### src/rtl/maxpool_pkg.sv
// Shared constants and the signed/unsigned max helper for the max-pool stream.
package maxpool_pkg;
  localparam int DEF_BITS = 8;
  localparam int DEF_POOL = 2;
  localparam int MAX_BITS = 64;

  // Signed compare is done as unsigned after flipping the sign bit of both operands.
  function automatic logic [MAX_BITS-1:0] max_sel(input logic [MAX_BITS-1:0] a,
                                                  input logic [MAX_BITS-1:0] b,
                                                  input logic sgn,
                                                  input int bits);
    logic [MAX_BITS-1:0] flip;
    flip = sgn ? (MAX_BITS'(1) << (bits - 1)) : '0;
    return ((a ^ flip) > (b ^ flip)) ? a : b;
  endfunction
endpackage

### src/rtl/pool_max2.sv
// Combinational two-input max, unsigned or two's-complement.
module pool_max2
  import maxpool_pkg::*;
#(
  parameter int BITS   = DEF_BITS,
  parameter bit SIGNED = 1'b0
) (
  input  logic [BITS-1:0] i_a,
  input  logic [BITS-1:0] i_b,
  output logic [BITS-1:0] o_y
);
  assign o_y = BITS'(max_sel(MAX_BITS'(i_a), MAX_BITS'(i_b), SIGNED, BITS));
endmodule

### src/rtl/maxpool_stream.sv
// Streaming KxK / stride-K max pooling over raster-order frames with a
// single-entry output register and valid/ready flow control on both sides.
module maxpool_stream
  import maxpool_pkg::*;
#(
  parameter int BITS   = DEF_BITS,
  parameter int IMG_W  = 28,
  parameter int IMG_H  = 28,
  parameter int POOL   = DEF_POOL,
  parameter bit SIGNED = 1'b0
) (
  input  logic            clk,
  input  logic            rst,
  input  logic            in_valid,
  output logic            in_ready,
  input  logic [BITS-1:0] in_data,
  output logic            out_valid,
  input  logic            out_ready,
  output logic [BITS-1:0] out_data,
  output logic            out_last
);
  localparam int NWIN = IMG_W / POOL;
  localparam int CW   = $clog2(IMG_W);
  localparam int RW   = (IMG_H > 1) ? $clog2(IMG_H) : 1;
  localparam int PW   = $clog2(POOL);
  localparam int XW   = (NWIN > 1) ? $clog2(NWIN) : 1;

  if ((IMG_W % POOL) != 0 || (IMG_H % POOL) != 0 || POOL < 2 || BITS > MAX_BITS) begin : g_bad_cfg
    $error("maxpool_stream: IMG_W/IMG_H must be multiples of POOL, POOL>=2");
  end

  logic [CW-1:0]   r_col;
  logic [RW-1:0]   r_row;
  logic [PW-1:0]   r_cph, r_rph;
  logic [XW-1:0]   r_cidx;
  logic [BITS-1:0] r_hmax;
  logic [BITS-1:0] r_lbuf [NWIN];
  logic            r_ovld, r_olast;
  logic [BITS-1:0] r_odata;

  logic            w_acc, w_hend, w_vend, w_col_end, w_row_end;
  logic [BITS-1:0] w_hm, w_hnew, w_lb, w_vm;

  assign in_ready  = !r_ovld || out_ready;
  assign w_acc     = in_valid && in_ready;
  assign w_hend    = (r_cph == PW'(POOL - 1));
  assign w_vend    = (r_rph == PW'(POOL - 1));
  assign w_col_end = (r_col == CW'(IMG_W - 1));
  assign w_row_end = (r_row == RW'(IMG_H - 1));
  assign w_hnew    = (r_cph == '0) ? in_data : w_hm;
  assign w_lb      = r_lbuf[r_cidx];

  pool_max2 #(.BITS(BITS), .SIGNED(SIGNED)) u_hmax (.i_a(r_hmax), .i_b(in_data), .o_y(w_hm));
  pool_max2 #(.BITS(BITS), .SIGNED(SIGNED)) u_vmax (.i_a(w_lb),   .i_b(w_hnew),  .o_y(w_vm));

  // Position counters; the phase/index counters avoid % and / in hardware.
  always_ff @(posedge clk) begin
    if (rst) begin
      r_col  <= '0;
      r_row  <= '0;
      r_cph  <= '0;
      r_rph  <= '0;
      r_cidx <= '0;
      r_hmax <= '0;
    end else if (w_acc) begin
      r_hmax <= w_hnew;
      r_col  <= w_col_end ? '0 : r_col + CW'(1);
      r_cph  <= w_hend ? '0 : r_cph + PW'(1);
      if (w_col_end)   r_cidx <= '0;
      else if (w_hend) r_cidx <= r_cidx + XW'(1);
      if (w_col_end) begin
        r_row <= w_row_end ? '0 : r_row + RW'(1);
        r_rph <= w_vend ? '0 : r_rph + PW'(1);
      end
    end
  end

  // Line buffer needs no reset: the first row of each window band overwrites it.
  always_ff @(posedge clk) begin
    if (!rst && w_acc && w_hend)
      r_lbuf[r_cidx] <= (r_rph == '0) ? w_hnew : w_vm;
  end

  // A completed window can only be accepted when the output slot is free or draining.
  always_ff @(posedge clk) begin
    if (rst) begin
      r_ovld  <= 1'b0;
      r_olast <= 1'b0;
      r_odata <= '0;
    end else if (w_acc && w_hend && w_vend) begin
      r_ovld  <= 1'b1;
      r_odata <= w_vm;
      r_olast <= w_col_end && w_row_end;
    end else if (out_ready) begin
      r_ovld  <= 1'b0;
    end
  end

  assign out_valid = r_ovld;
  assign out_data  = r_odata;
  assign out_last  = r_olast;
endmodule

### config.mk
export PLATFORM = sky130hd
export DESIGN_NAME = maxpool_stream
export DESIGN_NICKNAME = d
export VERILOG_FILES = /design/src/rtl/maxpool_pkg.sv /design/src/rtl/pool_max2.sv /design/src/rtl/maxpool_stream.sv
export SDC_FILE = /design/constraint.sdc
export NUM_CORES = 1
export LEC_CHECK = 0
export ABC_AREA = 0
export CAP_MARGIN = 40
export CORE_UTILIZATION = 40
export CTS_BUF_LIST = sky130_fd_sc_hd__clkbuf_8
export CTS_CLUSTER_DIAMETER = 120
export DETAILED_ROUTE_END_ITERATION = 7
export SLEW_MARGIN = 15
export SYNTH_ARGS = -nofsm -noshare
export SYNTH_HDL_FRONTEND = slang
export SYNTH_SLANG_ARGS = --single-unit
export TNS_END_PERCENT = 5
### constraint.sdc
create_clock -name clk -period 4.9 [get_ports clk]
set_input_delay 1.225 -clock clk [delete_from_list [all_inputs] [get_ports clk]]
set_output_delay 1.225 -clock clk [all_outputs]
set_load 0.02 [all_outputs]
[Word level (Yosys, flattened, before mapping)]
Memories as Yosys holds them, arrays and structs flattened. A register that Yosys moved wholly into a read port is not among the register bits.
Cells that the tools add are included.
Operators by class
  shifts and indexed selects: 0
  reductions and logical operators: 13
  divide/modulo/power cells: 0
  equality and inequality tests: 2
  mux-type cells: 16
  $add $sub $neg: 5
  bitwise gates (word level): 0
  magnitude comparators: 2
  multiply operators: 0
Operators by type and width (count)
  $mux W8: 4
  $gt A8 B8 Y1: 2
  $mux W4: 4
  $add A5 B1 Y5 const B: 2
  $eq A5 B5 Y1 const B: 2
  $mux W5: 2
  $logic_and A1 B1 Y1: 6
  $mux W1: 6
  $add A4 B1 Y4 const B: 1
  $reduce_and A2 Y1: 2
  $reduce_bool A2 Y1: 2
  $add A1 B1 Y1 const B: 2
  $logic_not A1 Y1: 2
  $logic_or A1 B1 Y1: 1
Storage, ports and cells
  output and inout bits: 11
  logic and storage cells: 48
  latch bits: 0
  memory bits (writable): 112
  bits in registers: 34
  ROM bits: 0
  bits of input ports: 12
  memories kept: 1
Memories
  r_lbuf: depth 14, bits a word 8, read ports 1, clocked after memory_dff 1, write ports 1, RTL line maxpool_stream.sv:37  | logic [BITS-1:0] r_lbuf [NWIN];

[Logic depth before layout (Yosys ltp)]
Gate-level depths: netlist (run 1).
  depth after elaboration: 7
  mapped depth: 16
  depth with buffers taken out: 15

[Hierarchy]
A second synthesis (run 1) with hierarchy kept.
Unflattened totals
  cell total of the unflattened synthesis: 458
  area, all modules: 6723.9 um2
Modules (own cells, without submodules)
  maxpool_stream: area each 6115.9 um2, cells each 388, times used 1
  pool_max2: area each 304.0 um2, cells each 35, times used 2

[Worst setup path after synthesis (run 1)]
OpenSTA, ideal clock, no wires.
  kind: input-to-reg
  from: input in_data[7]
  to: memory r_lbuf[0][4] (netlist bit), data pin
  slack: 0.399 ns
  cell stages on the path: 15
  data arrival time: 4.220 ns
  required time: 4.619 ns
  library setup time: 0.281 ns
  buffers on the path: 1
  path through: inv_1 -> ha_1 -> a21oi_1 -> o21a_1 -> nand2_1 -> o2111ai_4 -> mux2i_1 -> ha_1 -> and3_4 -> a221o_1 -> a21oi_1 -> nand3b_2 -> buf_4 -> nor2_1 -> a21oi_1
Between the ends
  cells in the longest elaborated chain, start to end: 6
RTL lines
  start: declaration: RTL line maxpool_stream.sv:16  | input logic [BITS-1:0] in_data,
  $gt A8 B8 Y1: RTL line maxpool_pkg.sv:14  | return ((a ^ flip) > (b ^ flip)) ? a : b;
  $mux W8: RTL line maxpool_pkg.sv:14
  $mux W8 (*): RTL line maxpool_stream.sv:50  | assign w_hnew = (r_cph == '0) ? in_data : w_hm;
  $gt A8 B8 Y1: RTL line maxpool_pkg.sv:14
  $mux W8: RTL line maxpool_pkg.sv:14
  $mux W8 (*): RTL line maxpool_stream.sv:81  | r_lbuf[r_cidx] <= (r_rph == '0) ? w_hnew : w_vm;
  end: declaration: RTL line maxpool_stream.sv:37
Mark *: on every way between the ends. The rest lies on a longest branch, timed or not.

[Worst setup path in the final report (run 1)]
  from: input in_data[7]
  to: memory r_lbuf[6][0] (netlist bit), data pin
Same word-level chain as after synthesis.

==> flow_summary.toml, run 1 <==
[clock_network]
holdBufCountCts = 0
clk_pin_slew_ns = 0.08
htreeDepth = 4
numCtsBuffers = 17
cts_buffer_depth = 2
clk_latency_ns = 0.46
cts_setup_buffers = 0
clock_sinks = 150
tritoncts = "done"
cts_root_buffer = "clkbuf_8"

[cells_and_area]
layout-drive-gt1-share_pct = 21.5
area_growth_syn_to_layout_pct = 17.5
fin_nets = 537
diodes = 0

[route]
drt_iter0_drc = 282
drc_errors = 0
vias_per_cell = 5.35
detail-route-antenna-nets = 0
dr.pass1.iters = 5
vias = 3916
routedWlPerCell_um = 19.9
routed_wl_um = 14600

[synth]
synth_edf_count = 112
syn-num-nets = 478
syn_avg_cell_area_um2 = 14.6
ys_ff_latch = 150
synth_flop_cell = "edfxtp_1"
syn_area_mm2 = 0.00650
synthCells = 444
synth_cell_type_count = 47
ys_seq_area_share_pct = 63.5
yosys_warnings = 0
postSynth.asyncResetShare_pct = 0

[floorplanning]
io_pins = 23
die_h_um = 129
start_util_pct = 40.9
core-area_mm2 = 0.0159
die_x_um = 129
die_area_mm2 = 0.0168
rows = 46

[pwr]
p_per_area_mw_per_mm2 = 330
p_switching_w = 0.000592
sw_frac_of_total_pct = 23.5
p_leak_nw = 2.71
seq_power_share_pct = 55.4
combPwrFrac_pct = 7.7
p_total_w = 0.00252
intPower_w = 0.00192
power_frac_clock_pct = 36.9
vdd_drop_max_mv = 0.160

[timing]
layout_setup_ws_ns = 0.343
setup_viol = 0
maxSlewHeadroom_pct = 50.2
skew_ns = 0.0135
hold_violations = 0
rsz0062_at_grt = "no"
layout_min_cycle_time_ns = 4.56
setup_tns_ns = 0
maxSlewViolCount = 0
hold_ws_ns = 0.474
fin_crit_sh_pct = 93.0
worst_pin_slew_ns = 0.743
clock.fmax_ghz = 0.219

[setup_path]
crit_start = "in_data[7]"
worstPathMaxFanout = 10
critPathArrivalTime_ns = 4.87
endpoint_kind = "flip-flop"
slowest_stage = "clkdlybuf4s50_1"
cpLargestDelayFamily = "compound AO/OA/AOI/OAI gates"
max_stage_delay_ns = 0.50
crit_chain = "clkdlybuf4s50_1 > inv_1 > ha_1 > a21oi_1 > o21a_1 > nand2_1 > o2111ai_4 > mux2i_1 > ha_1 > and3_4 > a221o_1 > a21oi_1 > nand3b_2 > buf_4 > mux2i_2 > buf_4"
path_class = "input pin to flip-flop"
start_kind = "input pin"
required_ns = 5.21
worst-path-buf-inv = 4

[global_routing]
grt_pass1_wl_um = 22400
grt_pass1_vias = 3886
antenna_found_initial = 0
grt_max_degree = 31
grt_use_total_pct = 18.8
grt_overflow_total = 0

[place]
globalplace.congestion = 0.830
dp_hpwl_um = 9820
dp_slack_ns = -0.542
io_buffers = 22

[status]
status = "finished, final reports clean"

[min_path]
hp-class = "flip-flop to flip-flop"
hold_start = "out_data[3]"

[flow_run]
maxCapViolations = 0
[state kept, by name, indices dropped and copies added, names as in the netlist, named ones only]
signal / count
out_valid: 1
r_col: 5
r_cidx: 4
out_last: 1
r_row: 5
r_lbuf: 112
r_rph: 1
out_data: 8
r_cph: 1
r_hmax: 8
[path summary, 6_finish.rpt]
| check | end | slack, ns | cells after the start |
|---|---|---|---|
| worst max-delay path | r_lbuf[6][0] | 0.34 | 16 |
| worst min-delay path | out_data[3] | 0.47 | 2 |
| worst max register to register | r_lbuf[6][0] | 1.15 | 13 |
| worst min register to register | out_data[3] | 0.47 | 2 |
[per-stage QoR]
step	cells	cell area [µm²]	utilization, %
4_1_cts	730	7570	47.7
2_1_floorplan	444	6500	-
6_report	732	7630	48.0
3_3_place_gp	697	7160	45.1
3_5_place_dp	698	7170	45.1
5_1_grt	732	7630	48.0
[cells in the mapped netlist, drive strengths merged, types with 4 or more instances]
cell / n / share of area [%]
a211oi: 9 / 1.0
a21o: 7 / 0.85
a21oi: 25 / 1.9
and2: 4 / 0.39
and3: 5 / 0.56
buf: 13 / 1.4
clkbuf: 8 / 0.46
dfxtp: 38 / 12
edfxtp: 112 / 52
ha: 22 / 4.2
inv: 21 / 1.2
mux2: 8 / 1.4
mux2i: 18 / 2.8
mux4: 24 / 9.0
nand2: 28 / 1.6
nand2b: 5 / 0.48
nand3: 6 / 0.46
nand4: 6 / 0.58
nor2: 30 / 1.8
nor3: 9 / 0.69
o21ai: 5 / 0.39
o221ai: 8 / 1.1
o22ai: 8 / 0.77
xnor2: 4 / 0.54
[power by group through the flow]
stage	clock network, W	logic, W	registers, W
3_5_place_dp	0	0.000187	0.00142
3_3_place_gp	0	0.000181	0.00142
4_1_cts	0.000947	0.000189	0.00139
5_1_grt	0.00100	0.000215	0.00140
6_report	0.000929	0.000193	0.00139
2_1_floorplan	0	0.000132	0.00141
[area by class of cell]
| type | count | area, µm² |
|---|---|---|
| fill | 1378 | 8250 |
| clock inverter | 15 | 154 |
| sequential | 150 | 4130 |
| inverter | 21 | 78.8 |
| timing repair buffer | 61 | 536 |
| clock buffer | 17 | 234 |
| multi-input combinational | 252 | 2230 |
| tap | 216 | 270 |
[worst min-delay path, cell delays in order (launching register included)]
cell and delay, ns:
dfxtp_1 0.33, nand2_1 0.05, o221ai_1 0.06
[repair_timing]
action | CTS | global route
resized for setup | 5 | 7
cloned | 0 | 0
endpoints found under the setup margin | 98 | 86
hold endpoints to repair | 0 | 0
[layout by cell type, fill, tap and decap left out, drive strengths merged, types with 18 or more instances in the layout]
| cell | count |
|---|---|
| mux4 | 24 |
| dfxtp | 38 |
| mux2i | 18 |
| ha | 22 |
| nand2 | 28 |
| inv | 25 |
| a21oi | 25 |
| clkdlybuf4s50 | 22 |
| clkbuf | 18 |
| nor2 | 30 |
| edfxtp | 112 |
| buf | 38 |
[metal layers]
metal | up-vias | global-route usage [%] | share of wire, %
met5 | - | 0 | 0
met4 | 0 | 6.16 | 1.1
met3 | 11 | 4.00 | 5.2
met2 | 104 | 32.1 | 51
met1 | 1976 | 23.8 | 43
li1 | 1825 | - | -
[cell families after synthesis]
kind of cell	Yosys count	share of synthesized area [%]
buf+inv	42	3.12
simple gates	103	7.88
flops	150	63.5
xor+xnor	7	0.944
compound gates	70	7.24
mux	50	13.1
fa+ha+maj	22	4.24
(Power assumes the default switching activity.)
==> run 2, diff against run 1 <==
CELL_PAD_IN_SITES_DETAIL_PLACEMENT = 0   (was default)
CELL_PAD_IN_SITES_GLOBAL_PLACEMENT = 1   (was default)
PLACE_DENSITY_LB_ADDON = 0.1   (was default)
==> run 2 against run 1 <==
Compared with the run above: critical path depth increased by 1; global-route usage increased by 1.2 points; clock-buffer cell count unchanged; setup slack improved by 0.018 ns; combinational power decreased by 4%; routed wire length increased by 4.6%; first-iteration DRC count decreased by 11%; fmax increased by 0.41%; flip-flop and latch count unchanged; core utilization decreased by 0.10 points; clock skew decreased by 0.0011 ns; largest cell class unchanged.
==> flow_summary.toml, run 2 (same netlist as run 1, synthesis figures left out) <==
[status]
status = "finished, final reports clean"

[timing]
maxSlewViolCount = 0
hold_violations = 0
fin_crit_sh_pct = 92.6
rsz0062_at_grt = "no"
layout_min_cycle_time_ns = 4.54
setup_viol = 0
skew_ns = 0.0124
worst_pin_slew_ns = 0.720
clock.fmax_ghz = 0.220
maxSlewHeadroom_pct = 52.0
setup_tns_ns = 0

[cells_and_area]
layout_common_cells = "112 x edfxtp_1, 37 x dfxtp_1, 33 x buf_4"
layout_commonest_cell = "edfxtp_1"
ff_latch_area_mm2 = 0.00413
multi_input_area_mm2 = 0.00217
instances_no_fill = 729
area_growth_syn_to_layout_pct = 17.2
largest_reg_flops = 112
fin_nets = 534
layout-drive-gt1-share_pct = 19.7
diodes = 0
nFillCells = 1444
largest_register = "r_lbuf"

[global_routing]
antenna_found_initial = 0
grt_pass1_wl_um = 23200
grt_use_total_pct = 20.0
grt_overflow_total = 0
grt_max_degree = 29
grt_pass1_vias = 3894

[floorplanning]
start_util_pct = 40.9
die_x_um = 129
io_pins = 23
die_area_mm2 = 0.0168
rows = 46
die_h_um = 129
core-area_mm2 = 0.0159

[setup_path]
worst-r2r-setup-slack_ns = 1.07
path_class = "input pin to flip-flop"
worstPathMaxFanout = 15
reg2reg_to = "r_lbuf[12][2]"
endpoint_kind = "flip-flop"
start_kind = "input pin"
critPathArrivalTime_ns = 4.86
required_ns = 5.22
worstRegToRegCells = 12

[place]
dp_hpwl_um = 10100
place_inst = 697
globalplace.congestion = 0.774
io_buffers = 22

[route]
drt_iter0_drc = 252
drc_errors = 0
vias_per_cell = 5.23
routed_wl_um = 15300
vias = 3815
detail-route-antenna-nets = 0
routedWlPerCell_um = 20.9
dr.pass1.iters = 4

[min_path]
hold_end = "r_col[1]"
hp-class = "flip-flop to flip-flop"
hold_start = "r_col[1]"
whs_path_depth = 2

[pwr]
p_switching_w = 0.000604
seq_power_share_pct = 52.2
power_frac_clock_pct = 40.9
p_leak_nw = 2.72
vdd_drop_max_mv = 0.187
combPwrFrac_pct = 6.9
p_per_area_mw_per_mm2 = 352
intPower_w = 0.00208
sw_frac_of_total_pct = 22.5

[clock_network]
cts_setup_buffers = 0
htreeDepth = 4
numCtsBuffers = 17
holdBufCountCts = 0
clk_latency_ns = 0.48
clk_pin_slew_ns = 0.08
clock_sinks = 150
tritoncts = "done"
cts.repair.resized = 0
cts_buffer_depth = 2
cts_root_buffer = "clkbuf_8"

[flow_run]
maxCapViolations = 0
run 2: cell types whose count changed in the layout (fill, tap and decap cells not counted), sizes merged:
cell      before  now
bufinv         2    5
clkinv         6    3
buf           38   36
clkbuf        18   17
clkinvlp       3    2
inv           25   26
run 2: power groups by stage:
stage	logic [W]	clock network, W	registers (W)
floorplan	0.000132	0	0.00141
global placement	0.000183	0	0.00143
detailed placement	0.000186	0	0.00143
CTS	0.000187	0.00112	0.00140
global route	0.000204	0.00117	0.00140
finish	0.000185	0.00110	0.00140
run 2: layout make-up:
class,instances,share of cell area (%)
sequential,150,54.2
clock inverter,15,2.94
inverter,21,1.03
clock buffer,17,3.07
timing repair buffer,58,6.74
tap,216,3.55
multi-input combinational,252,28.5
run 2: critical path: stages:
cell	delay, ns
clkdlybuf4s50_1	0.48
inv_1	0.05
ha_1	0.30
nor2b_1	0.13
o211ai_1	0.16
nand3_1	0.15
o2111ai_4	0.15
mux2i_1	0.36
ha_1	0.30
and3_4	0.19
a221o_1	0.34
a21oi_1	0.21
nand3b_2	0.18
buf_12	0.15
nor2_1	0.04
a21oi_1	0.21
buf_4	0.22
run 2: worst max path at each step:
stage	from	end	slack, ns	cells past startpoint
2_1_floorplan	in_data[7]	r_lbuf[0][4]	0.40	15
3_3_place_gp	in_data[1]	r_lbuf[6][2]	0.03	17
3_5_place_dp	in_data[1]	r_lbuf[5][2]	-0.06	17
4_1_cts	in_data[1]	r_lbuf[12][2]	0.40	17
5_1_grt	in_data[1]	r_lbuf[12][2]	0.18	17
6_report	in_data[1]	r_lbuf[12][2]	0.36	17
run 2: per-stage QoR:
stage / hold slack, ns / utilization (%) / area [µm²] / setup WS [ns] / total power (W)
floorplan: 0.449 / - / 6500 / 0.399 / 0.00155
global placement: 0.460 / 45.0 / 7150 / 0.0259 / 0.00161
detailed placement: 0.459 / 45.1 / 7160 / -0.0649 / 0.00161
CTS: 0.481 / 47.9 / 7620 / 0.403 / 0.00270
global route: 0.504 / 47.9 / 7620 / 0.176 / 0.00277
finish: 0.482 / 47.9 / 7620 / 0.362 / 0.00268
run 2: metal layers:
| metal | vias to the layer above | wire [µm] | track usage, % |
|---|---|---|---|
| met5 | - | 0 | 0 |
| met4 | 0 | 195 | 7.18 |
| met3 | 16 | 961 | 4.05 |
| met2 | 83 | 7410 | 33.8 |
| met1 | 1891 | 6700 | 25.6 |
| li1 | 1825 | - | - |
==> run 3, diff against run 2 <==
SKIP_LAST_GASP = 1   (was default)
==> results of run 3 <==
No change in the layout: final DEF, timing and power equal those of run 2.
